===== src/rtl/drop_controller.sv =====
// rtl/drop_controller.sv - connect-four drop stage: board storage, column scan, move placement and result decision
module drop_controller #(
  parameter int ROWS     = 8,
  parameter int COLS     = 8,
  parameter int ROW_BITS = 3,
  parameter int COL_BITS = 3
) (
  input  logic                   clk,
  input  logic                   rst,
  input  logic                   new_game,
  input  logic                   move_valid,
  input  logic [COL_BITS-1:0]    move_col,
  output logic                   move_ready,
  input  logic                   win_detect,
  output logic [ROW_BITS-1:0]    current_row,
  output logic [COL_BITS-1:0]    current_col,
  output logic [1:0]             current_player,
  output logic [ROWS*COLS*2-1:0] board_vec,
  output logic                   move_done,
  output logic                   move_rejected,
  output logic                   game_over,
  output logic [1:0]             winner
);

  localparam int CELLS    = ROWS * COLS;
  localparam int CNT_BITS = $clog2(CELLS + 1);
  localparam logic [CNT_BITS-1:0] LAST_MOVE = CNT_BITS'(CELLS - 1);
  localparam logic [ROW_BITS-1:0] TOP_ROW   = ROW_BITS'(ROWS - 1);
  localparam logic [COL_BITS:0]   COL_LIMIT = (COL_BITS + 1)'(COLS);

  typedef enum logic [2:0] {
    IDLE  = 3'd0,
    SCAN  = 3'd1,
    PLACE = 3'd2,
    CHECK = 3'd3,
    OVER  = 3'd4
  } state_t;

  state_t state;
  state_t state_next;

  logic [1:0]          cells [ROWS][COLS];
  logic [ROW_BITS-1:0] row_ptr;
  logic [CNT_BITS-1:0] move_count;

  logic clear;
  logic accept;
  logic col_bad;
  logic scan_empty;
  logic scan_top;
  logic board_full;

  assign clear      = rst | new_game;
  assign accept     = move_valid & move_ready;
  assign col_bad    = {1'b0, move_col} >= COL_LIMIT;
  assign scan_empty = cells[row_ptr][current_col] == 2'b00;
  assign scan_top   = row_ptr == TOP_ROW;
  assign board_full = move_count == LAST_MOVE;

  // Flatten the cell array so the direction checker sees every cell combinationally.
  for (genvar r = 0; r < ROWS; r++) begin : g_row
    for (genvar c = 0; c < COLS; c++) begin : g_col
      assign board_vec[((r * COLS + c) * 2) +: 2] = cells[r][c];
    end
  end

  always_ff @(posedge clk) begin
    if (clear) begin
      state <= IDLE;
    end else begin
      state <= state_next;
    end
  end

  always_comb begin
    state_next = state;
    case (state)
      IDLE: begin
        if (accept && !col_bad) begin
          state_next = SCAN;
        end
      end
      SCAN: begin
        if (scan_empty) begin
          state_next = PLACE;
        end else if (scan_top) begin
          state_next = IDLE;
        end
      end
      PLACE: state_next = CHECK;
      CHECK: begin
        if (win_detect || board_full) begin
          state_next = OVER;
        end else begin
          state_next = IDLE;
        end
      end
      OVER:    state_next = OVER;
      default: state_next = IDLE;
    endcase
  end

  always_comb begin
    move_ready = 1'b0;
    if (state == IDLE) begin
      move_ready = 1'b1;
    end
  end

  // Board, move registers and one-cycle result pulses.
  always_ff @(posedge clk) begin
    if (clear) begin
      for (int r = 0; r < ROWS; r++) begin
        for (int c = 0; c < COLS; c++) begin
          cells[r][c] <= 2'b00;
        end
      end
      row_ptr        <= '0;
      move_count     <= '0;
      current_row    <= '0;
      current_col    <= '0;
      current_player <= 2'b01;
      move_done      <= 1'b0;
      move_rejected  <= 1'b0;
      game_over      <= 1'b0;
      winner         <= 2'b00;
    end else begin
      move_done     <= 1'b0;
      move_rejected <= 1'b0;
      case (state)
        IDLE: begin
          if (accept) begin
            if (col_bad) begin
              move_rejected <= 1'b1;
            end else begin
              current_col <= move_col;
              row_ptr     <= '0;
            end
          end
        end
        SCAN: begin
          if (scan_empty) begin
            current_row <= row_ptr;
          end else if (scan_top) begin
            move_rejected <= 1'b1;
          end else begin
            row_ptr <= row_ptr + 1'b1;
          end
        end
        PLACE: begin
          cells[current_row][current_col] <= current_player;
        end
        CHECK: begin
          move_done <= 1'b1;
          if (win_detect) begin
            winner    <= current_player;
            game_over <= 1'b1;
          end else if (board_full) begin
            winner    <= 2'b00;
            game_over <= 1'b1;
          end else begin
            move_count     <= move_count + 1'b1;
            current_player <= {current_player[0], current_player[1]};
          end
        end
        default: begin
        end
      endcase
    end
  end

endmodule


===== config.mk =====
export PLATFORM = sky130hd
export DESIGN_NAME = drop_controller
export DESIGN_NICKNAME = d
export VERILOG_FILES = /design/src/rtl/drop_controller.sv
export SDC_FILE = /design/constraint.sdc
export NUM_CORES = 1
export LEC_CHECK = 0
export ABC_AREA = 0
export BUFFER_PORTS_ARGS = -buffer_cell sky130_fd_sc_hd__buf_2
export CAP_MARGIN = 15
export CELL_PAD_IN_SITES_DETAIL_PLACEMENT = 1
export CELL_PAD_IN_SITES_GLOBAL_PLACEMENT = 1
export CORE_UTILIZATION = 43
export CTS_BUF_LIST = sky130_fd_sc_hd__clkbuf_4 sky130_fd_sc_hd__clkbuf_8 sky130_fd_sc_hd__clkbuf_16
export DETAILED_ROUTE_END_ITERATION = 12
export PLACE_DENSITY = 0.89
export SLEW_MARGIN = 25
export SYNTH_ARGS = -nofsm -noshare
export SYNTH_HDL_FRONTEND = slang
export SYNTH_SLANG_ARGS = --single-unit
export TNS_END_PERCENT = 100

===== constraint.sdc =====
create_clock -name clk -period 2.8 [get_ports clk]
set_clock_uncertainty 0.2 [all_clocks]
set_input_delay 0.28 -clock clk [delete_from_list [all_inputs] [get_ports clk]]
set_output_delay 0.28 -clock clk [all_outputs]
set_load 0.05 [all_outputs]

==> results.yml, run 1 <==
run_status:
  status: "finished with violations"
  violations: "negative setup slack"
sta:
  fin_setup_tns_ns: -0.0736
  setup_ws_ns: -0.0736
  finalCritPeriodShare_pct: 103
  timing.fmax_mhz: 348
  final.min_clock_period_ns: 2.87
  finalHoldViolations: 0
  slew_viol_final: 0
  finalSetupViolations: 1
  max-slew-margin-rel_pct: 42.5
  rsz0062_at_grt: "yes"
  tightest_slew_ns: 0.860
detailed_routing:
  vias: 6065
  routedWlPerCell_um: 26.0
  drt-initial-drc-count: 572
  drc_errors: 0
  dr.pass1.iters: 5
  wirelength_um: 25600
  vias_per_cell: 6.15
  antenna_left: 0
global_routing:
  grt_use_total_pct: 31.0
  grt_pass1_wl_um: 37500
  grt_util_met2_pct: 53.5
  antenna_found_initial: 0
  use_met3_pct: 7.41
  top_usage_layer: "met2"
  grt-ovfl-total: 0
  grt_pass1_vias: 6270
  grt_max_degree: 80
  use_met1_pct: 35.6
yosys:
  async_reset_ff_share_pct: 0
  synth_area_um2: 7150
  synth.distinct_cells: 40
  syn_inst: 606
  synth_fp_nets: 617
  ys_dominant_reg_cell: "edfxtp_1"
  ys_seq_area_share_pct: 61.8
  syn_avg_cell_area_um2: 11.8
  synth-edff-count: 128
  ys_ff_latch: 157
  yosysWarningCount: 0
worst_setup_path:
  endpoint_kind: "flop"
  setup.worst_path.class: "reg2reg"
  worstPathMaxFanout: 8
  cp_data_required_time_ns: 2.96
  crit_arrival_ns: 3.03
  cp-start-kind: "flop"
power_and_ir_drop:
  leakage_uw: 0.00349
  ir_drop_mv: 0.461
  power_uw: 5690
  p_per_area_nw_per_um2: 630
die:
  core_um2: 16100
  die_h_um: 131
  start_util_pct: 44.6
  die_x_um: 131
  design.die.area_um2: 17200
  io_pins: 150
  rows: 46
cells_and_area:
  seq_area_um2: 4430
  nFillCells: 1702
  diodes: 0
  final_nets: 768
  multi_input_area_um2: 2660
  area_growth_pct: 26.1
  drive_gt1_share_pct: 34.4
clocking:
  htree_levels: 4
  clockBufferDepth: 2
  cts_made_buffers: 17
  clock_sinks: 157
  tritoncts: "built"
  cts_root_buf: "clkbuf_16"
  clkLatencyLatePin_ns: 0.44
  clkSlewWorstSetupHoldPaths_ns: 0.07
placement:
  gp_congestion: 0.892
  portBuffers: 149
  hpwl_um: 17100
flow_run:
  maxCapViolations: 0
hold_path:
  hold_class: "in2reg"
==> routing by layer <==
metal  part of all wire, %  wire length (µm)  up-vias
met3                   8.9              2270       94
met1                    35              9050     3055
met4                   4.5              1160        0
met5                     0                 0        -
met2                    51             13200      408
li1                      -                 -     2508
==> sequential cells by signal (all words and copies together), names as in the netlist, named ones only <==
register	cells
move_count	7
move_done	1
move_rejected	1
winner	2
state	3
current_row	3
row_ptr	3
cells	128
game_over	1
current_player	2
current_col	3
==> report_power, final <==
group / internal [µW] / leakage (µW) / total, µW / switching (µW)
clock: 1420 / 0.000291 / 2430 / 1010
sequential: 2600 / 0.00165 / 2670 / 71.3
combinational: 130 / 0.00155 / 589 / 459
==> final cells by class <==
cell class                 count  share of cell area (%)
sequential                   157                    49.1
multi-input combinational    401                    29.4
timing repair buffer         178                    11.6
clock buffer                  17                    4.71
tap                          216                    2.99
clock inverter                15                    2.08
inverter                       2                  0.0832
==> cells in the final DEF (no fill, tap or decap), types with 5 or more instances in the layout <==
master         netlist  final
a21oi_1              6      6
a22oi_2              0      8
buf_12               0      5
buf_2                6    149
buf_4                2     16
clkbuf_16            0     17
dfxtp_1             29     28
dlygate4sd3_1        0      7
edfxtp_1           128    128
mux2_2               7      7
mux2i_1             12     11
mux4_2              28     28
nand2_1             49     47
nand3_1             14     14
nor2_1             150    149
o21ai_0             66     64
==> worst max-delay path, cell delays in order (launching register included) <==
cell and delay, ns:
dfxtp_4 0.41, buf_12 0.15, buf_12 0.11, mux4_2 0.49, a22oi_2 0.22, nand2_2 0.11, nor3_4 0.30, nor4_4 0.08
buf_4 0.15, or3b_4 0.37, a211oi_2 0.22
==> final timing paths <==
path                  from            end  depth (start not counted)  slack (ns)
min reg2reg  move_count[6]  move_count[6]                          1        0.25
max                   flop       state[1]                         10       -0.07
min             move_valid       state[0]                          3        0.03
max reg2reg           flop       state[1]                         10       -0.07
==> logic make-up (layout without fill, tap and decap cells) <==
logic type	count (synthesis)	in the layout	share of synthesized area, %
mux	48	48	11.8
simple gates	253	253	15.2
flops	157	157	61.8
compound gates	92	92	7.35
buf+inv	48	212	2.73
xor+xnor	5	5	0.612
fa+ha+maj	3	3	0.525
==> cells in the mapped netlist (7+ instances only) <==
cell type	instances	area, µm²
nand3_1	14	70.1
nand2_1	49	184
nor2_1	150	563
mux2_2	7	78.8
clkbuf_1	31	116
dfxtp_1	29	581
o21ai_0	66	330
a22oi_1	12	90.1
buf_1	7	26.3
edfxtp_1	128	3840
mux2i_1	12	120
mux4_2	28	631
==> timing repair <==
action,in CTS,in global routing
gates resized for setup,13,15
hold endpoints to repair,5,0
pin swaps,6,6
hold buffers,7,0
endpoints found under the setup margin,6,21
buffers inserted,1,2
==> stage by stage <==
| step | worst slack, ns | std cells | instance area, µm² | util, % | hold WS (ns) |
|---|---|---|---|---|---|
| 6_report | -0.0736 | 986 | 9020 | 56.2 | 0.0280 |
| 5_1_grt | -0.142 | 986 | 9020 | 56.2 | 0.0471 |
| 3_5_place_dp | -0.153 | 944 | 8180 | 51.0 | 0.239 |
| 2_1_floorplan | 0.241 | 606 | 7150 | - | 0.228 |
| 4_1_cts | 0.00580 | 984 | 8960 | 55.8 | 0.0185 |
| 3_3_place_gp | -0.00305 | 944 | 8180 | 51.0 | 0.231 |
Power figures use the tool's default switching activity.
==> run 2: changes to the inputs <==
--- a/config.mk
+++ b/config.mk
@@ -10,6 +10,7 @@
 export CAP_MARGIN = 15
 export CELL_PAD_IN_SITES_DETAIL_PLACEMENT = 1
 export CELL_PAD_IN_SITES_GLOBAL_PLACEMENT = 1
+export CORE_MARGIN = 4
 export CORE_UTILIZATION = 43
 export CTS_BUF_LIST = sky130_fd_sc_hd__clkbuf_4 sky130_fd_sc_hd__clkbuf_8 sky130_fd_sc_hd__clkbuf_16
 export DETAILED_ROUTE_END_ITERATION = 12
==> results.yml, run 2 (synthesis gave the netlist of run 1 again) <==
clocking:
  clock_sinks: 157
  cts_made_buffers: 17
  cts_root_buf: "clkbuf_16"
  htree_levels: 4
  tritoncts: "built"
  clkSlewWorstSetupHoldPaths_ns: 0.06
  clockBufferDepth: 2
  clkLatencyLatePin_ns: 0.45
placement:
  hpwl_um: 17700
  portBuffers: 149
  placed_cells_incl_taps: 942
  place_area_um2: 8160
  gp_congestion: 0.867
detailed_routing:
  vias_per_cell: 6.14
  wirelength_um: 25900
  vias: 6032
  drt-initial-drc-count: 647
  drc_errors: 0
  antenna_left: 0
  routedWlPerCell_um: 26.4
  dr.pass1.iters: 5
worst_setup_path:
  setup.worst_path.class: "reg2reg"
  crit_chain: "nor2_1, nand3_1, nor2_1, nand2_1, o21ai_0"
  cp-start-kind: "flop"
  endpoint_kind: "flop"
  crit_arrival_ns: 2.78
  crit_top_cell: "nor2_1"
  rrSetupSlack_ns: -0.1
  cp_slowest_cell: "o21ai_0"
  cp_data_required_time_ns: 2.68
  worstPathMaxFanout: 24
  slowest_delay_ns: 0.66
die:
  die_x_um: 137
  rows: 46
  io_pins: 150
  design.die.area_um2: 18800
  start_util_pct: 44.4
  core_um2: 16100
  die_h_um: 137
hold_path:
  hold_class: "in2reg"
cells_and_area:
  diodes: 0
  final_nets: 765
  final_cell_area_um2: 8920
  largestRegisters: "cells x128, move_count x7"
  area_growth_pct: 24.6
  top_register: "cells"
  instances_no_fill: 983
  largest_reg_flops: 128
  drive_gt1_share_pct: 32.9
  final_cell_mix: "149 x nor2_1, 149 x buf_2, 128 x edfxtp_1, 66 x o21ai_0, 49 x nand2_1"
global_routing:
  grt_pass1_vias: 6385
  antenna_found_initial: 0
  grt_max_degree: 80
  grt-ovfl-total: 0
  grt_pass1_wl_um: 39000
  grt_use_total_pct: 28.4
sta:
  finalHoldViolations: 0
  setup_ws_ns: -0.0994
  finalCritPeriodShare_pct: 104
  final.min_clock_period_ns: 2.90
  hold_ws_ns: 0.00887
  tightest_slew_ns: 0.814
  finalSetupViolations: 8
  slew_viol_final: 0
  max-slew-margin-rel_pct: 45.6
  timing.fmax_mhz: 345
  rsz0062_at_grt: "yes"
power_and_ir_drop:
  leakage_uw: 0.00347
  p_seq_share_pct: 46.5
  clock_power_share_pct: 43.4
  swShare_pct: 26.7
  p_sw_uw: 1540
  p_per_area_nw_per_um2: 645
  ir_drop_mv: 0.449
  p_int_uw: 4220
  comb_power_share_pct: 10.1
flow_run:
  maxCapViolations: 0
run_status:
  violations: "negative setup slack"
  status: "finished with violations"
[run 2: changes by cell type in the layout (fill, tap and decap cells not counted), sizes merged]
cell         change
buf              -2
bufinv           +1
clkinv           +1
clkinvlp         -1
dlygate4sd3      -1
inv              -1
[run 2: power by group through the flow]
stage	registers, µW	clock network (µW)	logic (µW)
3_5_place_dp	2720	0	561
5_1_grt	2680	2600	603
2_1_floorplan	3000	0	112
6_report	2680	2500	581
4_1_cts	2670	2500	579
3_3_place_gp	2710	0	544
[run 2: stage by stage]
stage          util (%)  worst slack [ns]  TNS (ns)  power [µW]
2_1_floorplan         -             0.241         0        3110
3_3_place_gp       50.6            0.0743         0        3260
6_report           55.3           -0.0994    -0.414        5750
3_5_place_dp       50.6            -0.112    -0.190        3280
5_1_grt            55.3            -0.186     -3.22        5880
4_1_cts            55.1           -0.0177   -0.0638        5750
[run 2: area by class of cell]
class                   count  area [µm²]
flip-flops and latches    157        4430
repair buffers            175         997
well taps                 216         270
inverters                   2        7.51
clock buffers              17         425
fillers                  1719        7200
multi-input cells         401        2600
clock inverters            15         193
[run 2: worst max-delay path: cells and delay by family (launching register included)]
kind	cells	cell delay, ns
DFF	1	0.38
AOI/OAI and AO/OA	1	0.66
and+or+nand+nor	4	1.31
[run 2: routing by layer]
layer	wire, µm	share of wire (%)	up-vias	global-route usage [%]
met5	0	0	-	0
met4	1020	3.9	0	13.6
met3	2310	8.9	79	6.73
met2	13500	52	402	49.5
met1	9120	35	3052	33.1
li1	-	-	2499	-
[run 2: what timing repair did]
item	4_1_cts	5_1_grt
endpoints found under the setup margin	15	46
endpoints found under the hold margin	6	0
buffers inserted	0	3
pin swaps	0	1
hold buffers	6	0
resized for setup	8	4
[run 2: path summary, 6_finish.rpt]
kind / to / cells after the start / from
worst max-delay path: cells[5][11] / 5 / state[2]
worst min-delay path: state[0] / 3 / move_valid
worst max register to register: cells[5][11] / 5 / state[2]
worst min register to register: move_count[6] / 1 / move_count[6]
==> run 3: changes to the inputs <==
--- a/config.mk
+++ b/config.mk
@@ -15,6 +15,7 @@
 export CTS_BUF_LIST = sky130_fd_sc_hd__clkbuf_4 sky130_fd_sc_hd__clkbuf_8 sky130_fd_sc_hd__clkbuf_16
 export DETAILED_ROUTE_END_ITERATION = 12
 export PLACE_DENSITY = 0.89
+export RECOVER_POWER = 100
 export SLEW_MARGIN = 25
 export SYNTH_ARGS = -nofsm -noshare
 export SYNTH_HDL_FRONTEND = slang
==> results.yml, run 3 (synthesis gave the netlist of run 1 again) <==
placement:
  placed_cells_incl_taps: 942
  hpwl_um: 17700
  dp_slack_ns: -0.112
  portBuffers: 149
  gp_congestion: 0.867
  place_area_um2: 8160
hold_path:
  hp-start: "move_valid"
  hold_class: "in2reg"
sta:
  final.min_clock_period_ns: 2.89
  tightest_slew_ns: 1.17
  finalSetupViolations: 13
  finalHoldViolations: 0
  finalCritPeriodShare_pct: 103
  max-slew-margin-rel_pct: 21.8
  slew_viol_final: 0
  setup_ws_ns: -0.0883
  rsz0062_at_grt: "yes"
  timing.fmax_mhz: 346
worst_setup_path:
  r2r-start: "state[2]"
  cp_data_required_time_ns: 2.68
  cp.depth: 5
  cp-start-kind: "flop"
  crit_top_cell: "nor2_1"
  endpoint_kind: "flop"
  crit_start: "state[2]"
  crit_arrival_ns: 2.77
  worstPathMaxFanout: 24
  crit_chain: "nor2_1, nand3_1, nor2_1, nand2_1, o21ai_0"
  cp_slowest_cell: "o21ai_0"
  r2r_cells: 5
  setup.worst_path.class: "reg2reg"
  slowest_delay_ns: 0.67
  r2r-end: "cells[5][11]"
  critPathCapture: "cells[5][11]"
  rrSetupSlack_ns: -0.09
  critPathBufInv: 0
  crit_family: "simple AND/OR/NAND/NOR gates"
global_routing:
  grt_max_degree: 80
  grt-ovfl-total: 0
  antenna_found_initial: 0
  grt_use_total_pct: 28.4
  grt_pass1_vias: 6385
  grt_pass1_wl_um: 39000
power_and_ir_drop:
  leakage_uw: 0.00293
  ir_drop_mv: 0.450
  p_per_area_nw_per_um2: 657
detailed_routing:
  vias: 6019
  wirelength_um: 26000
  routedWlPerCell_um: 26.4
  dr.pass1.iters: 5
  vias_per_cell: 6.12
  drt-initial-drc-count: 635
  drc_errors: 0
  antenna_left: 0
run_status:
  violations: "negative setup slack"
  status: "finished with violations"
cells_and_area:
  final_common_cell: "nor2_1"
  largestRegisters: "cells x128, move_count x7"
  fin_util_pct: 54.1
  final_cell_area_um2: 8720
  largest_reg_flops: 128
  final_cell_mix: "149 x nor2_1, 145 x clkbuf_1, 128 x edfxtp_1, 66 x o21ai_0, 49 x nand2_1"
  final_nets: 765
  top_register: "cells"
  diodes: 0
  nFillCells: 1789
  area_growth_pct: 21.9
  instances_no_fill: 983
  drive_gt1_share_pct: 13.8
clocking:
  tritoncts: "built"
  clkSlewWorstSetupHoldPaths_ns: 0.07
  htree_levels: 4
  clkLatencyLatePin_ns: 0.44
  cts_root_buf: "clkbuf_16"
  clock_sinks: 157
  clockBufferDepth: 2
  cts_made_buffers: 17
flow_run:
  maxCapViolations: 0
die:
  core_um2: 16100
  start_util_pct: 44.4
  die_h_um: 137
  die_x_um: 137
  design.die.area_um2: 18800
  io_pins: 150
  rows: 46
run 3: cell types whose count changed in the layout (fill, tap and decap cells not counted):
cell,before,now
clkbuf_1,0,145
clkbuf_2,0,1
and2_0,0,1
buf_4,16,11
nor3_2,3,2
nor3_1,2,3
buf_2,149,8
and2_1,2,1
run 3: worst min-delay path by stage:
stage                      to  slack [ns]  depth (start not counted)
2_1_floorplan  current_col[0]        0.23                          2
6_report             state[0]        0.01                          3
5_1_grt        current_col[0]        0.05                          3
3_5_place_dp    move_count[6]        0.24                          1
3_3_place_gp    move_count[6]        0.23                          1
4_1_cts        current_col[0]       0.004                          3
run 3: worst min-delay path: stages:
cell and delay [ns]:
buf_2 0.13, o21ai_0 0.08, a21oi_1 0.13
run 3: layout make-up:
cell class	instances	area [µm²]	share of cell area, %
Tap cell	216	270	3.10
Clock buffer	17	425	4.88
Inverter	2	7.51	0.0861
Clock inverter	15	193	2.21
Timing Repair Buffer	175	803	9.21
Sequential cell	157	4430	50.8
Multi-Input combinational cell	401	2590	29.7
run 3: where the power goes:
part | total [µW] | leakage [µW] | internal, µW | switching [µW]
Clock | 2490 | 0.000299 | 1490 | 1000
Combinational | 556 | 0.000983 | 98.5 | 458
Sequential | 2680 | 0.00165 | 2600 | 74.1
run 3: what timing repair did:
item / 4_1_cts / 5_1_grt
endpoints found under the hold margin: 6 / 0
hold buffers: 6 / 0
setup buffers: 0 / 3
setup endpoints to repair: 15 / 46
pin swaps: 0 / 1
resized for setup: 8 / 4
run 3: layer usage:
| layer | wire (µm) | GRT usage (%) |
|---|---|---|
| met5 | 0 | 0 |
| met1 | 9120 | 33.1 |
| met2 | 13300 | 49.5 |
| met4 | 1130 | 13.6 |
| met3 | 2440 | 6.73 |
run 3: per-stage QoR:
| step | hold WS [ns] | TNS (ns) | power (µW) |
|---|---|---|---|
| 6_report | 0.0103 | -0.627 | 5730 |
| 5_1_grt | 0.0543 | -5.16 | 5860 |
| 4_1_cts | 0.00419 | -0.0638 | 5750 |
| 3_5_place_dp | 0.243 | -0.190 | 3280 |
| 3_3_place_gp | 0.231 | 0 | 3260 |
| 2_1_floorplan | 0.228 | 0 | 3110 |
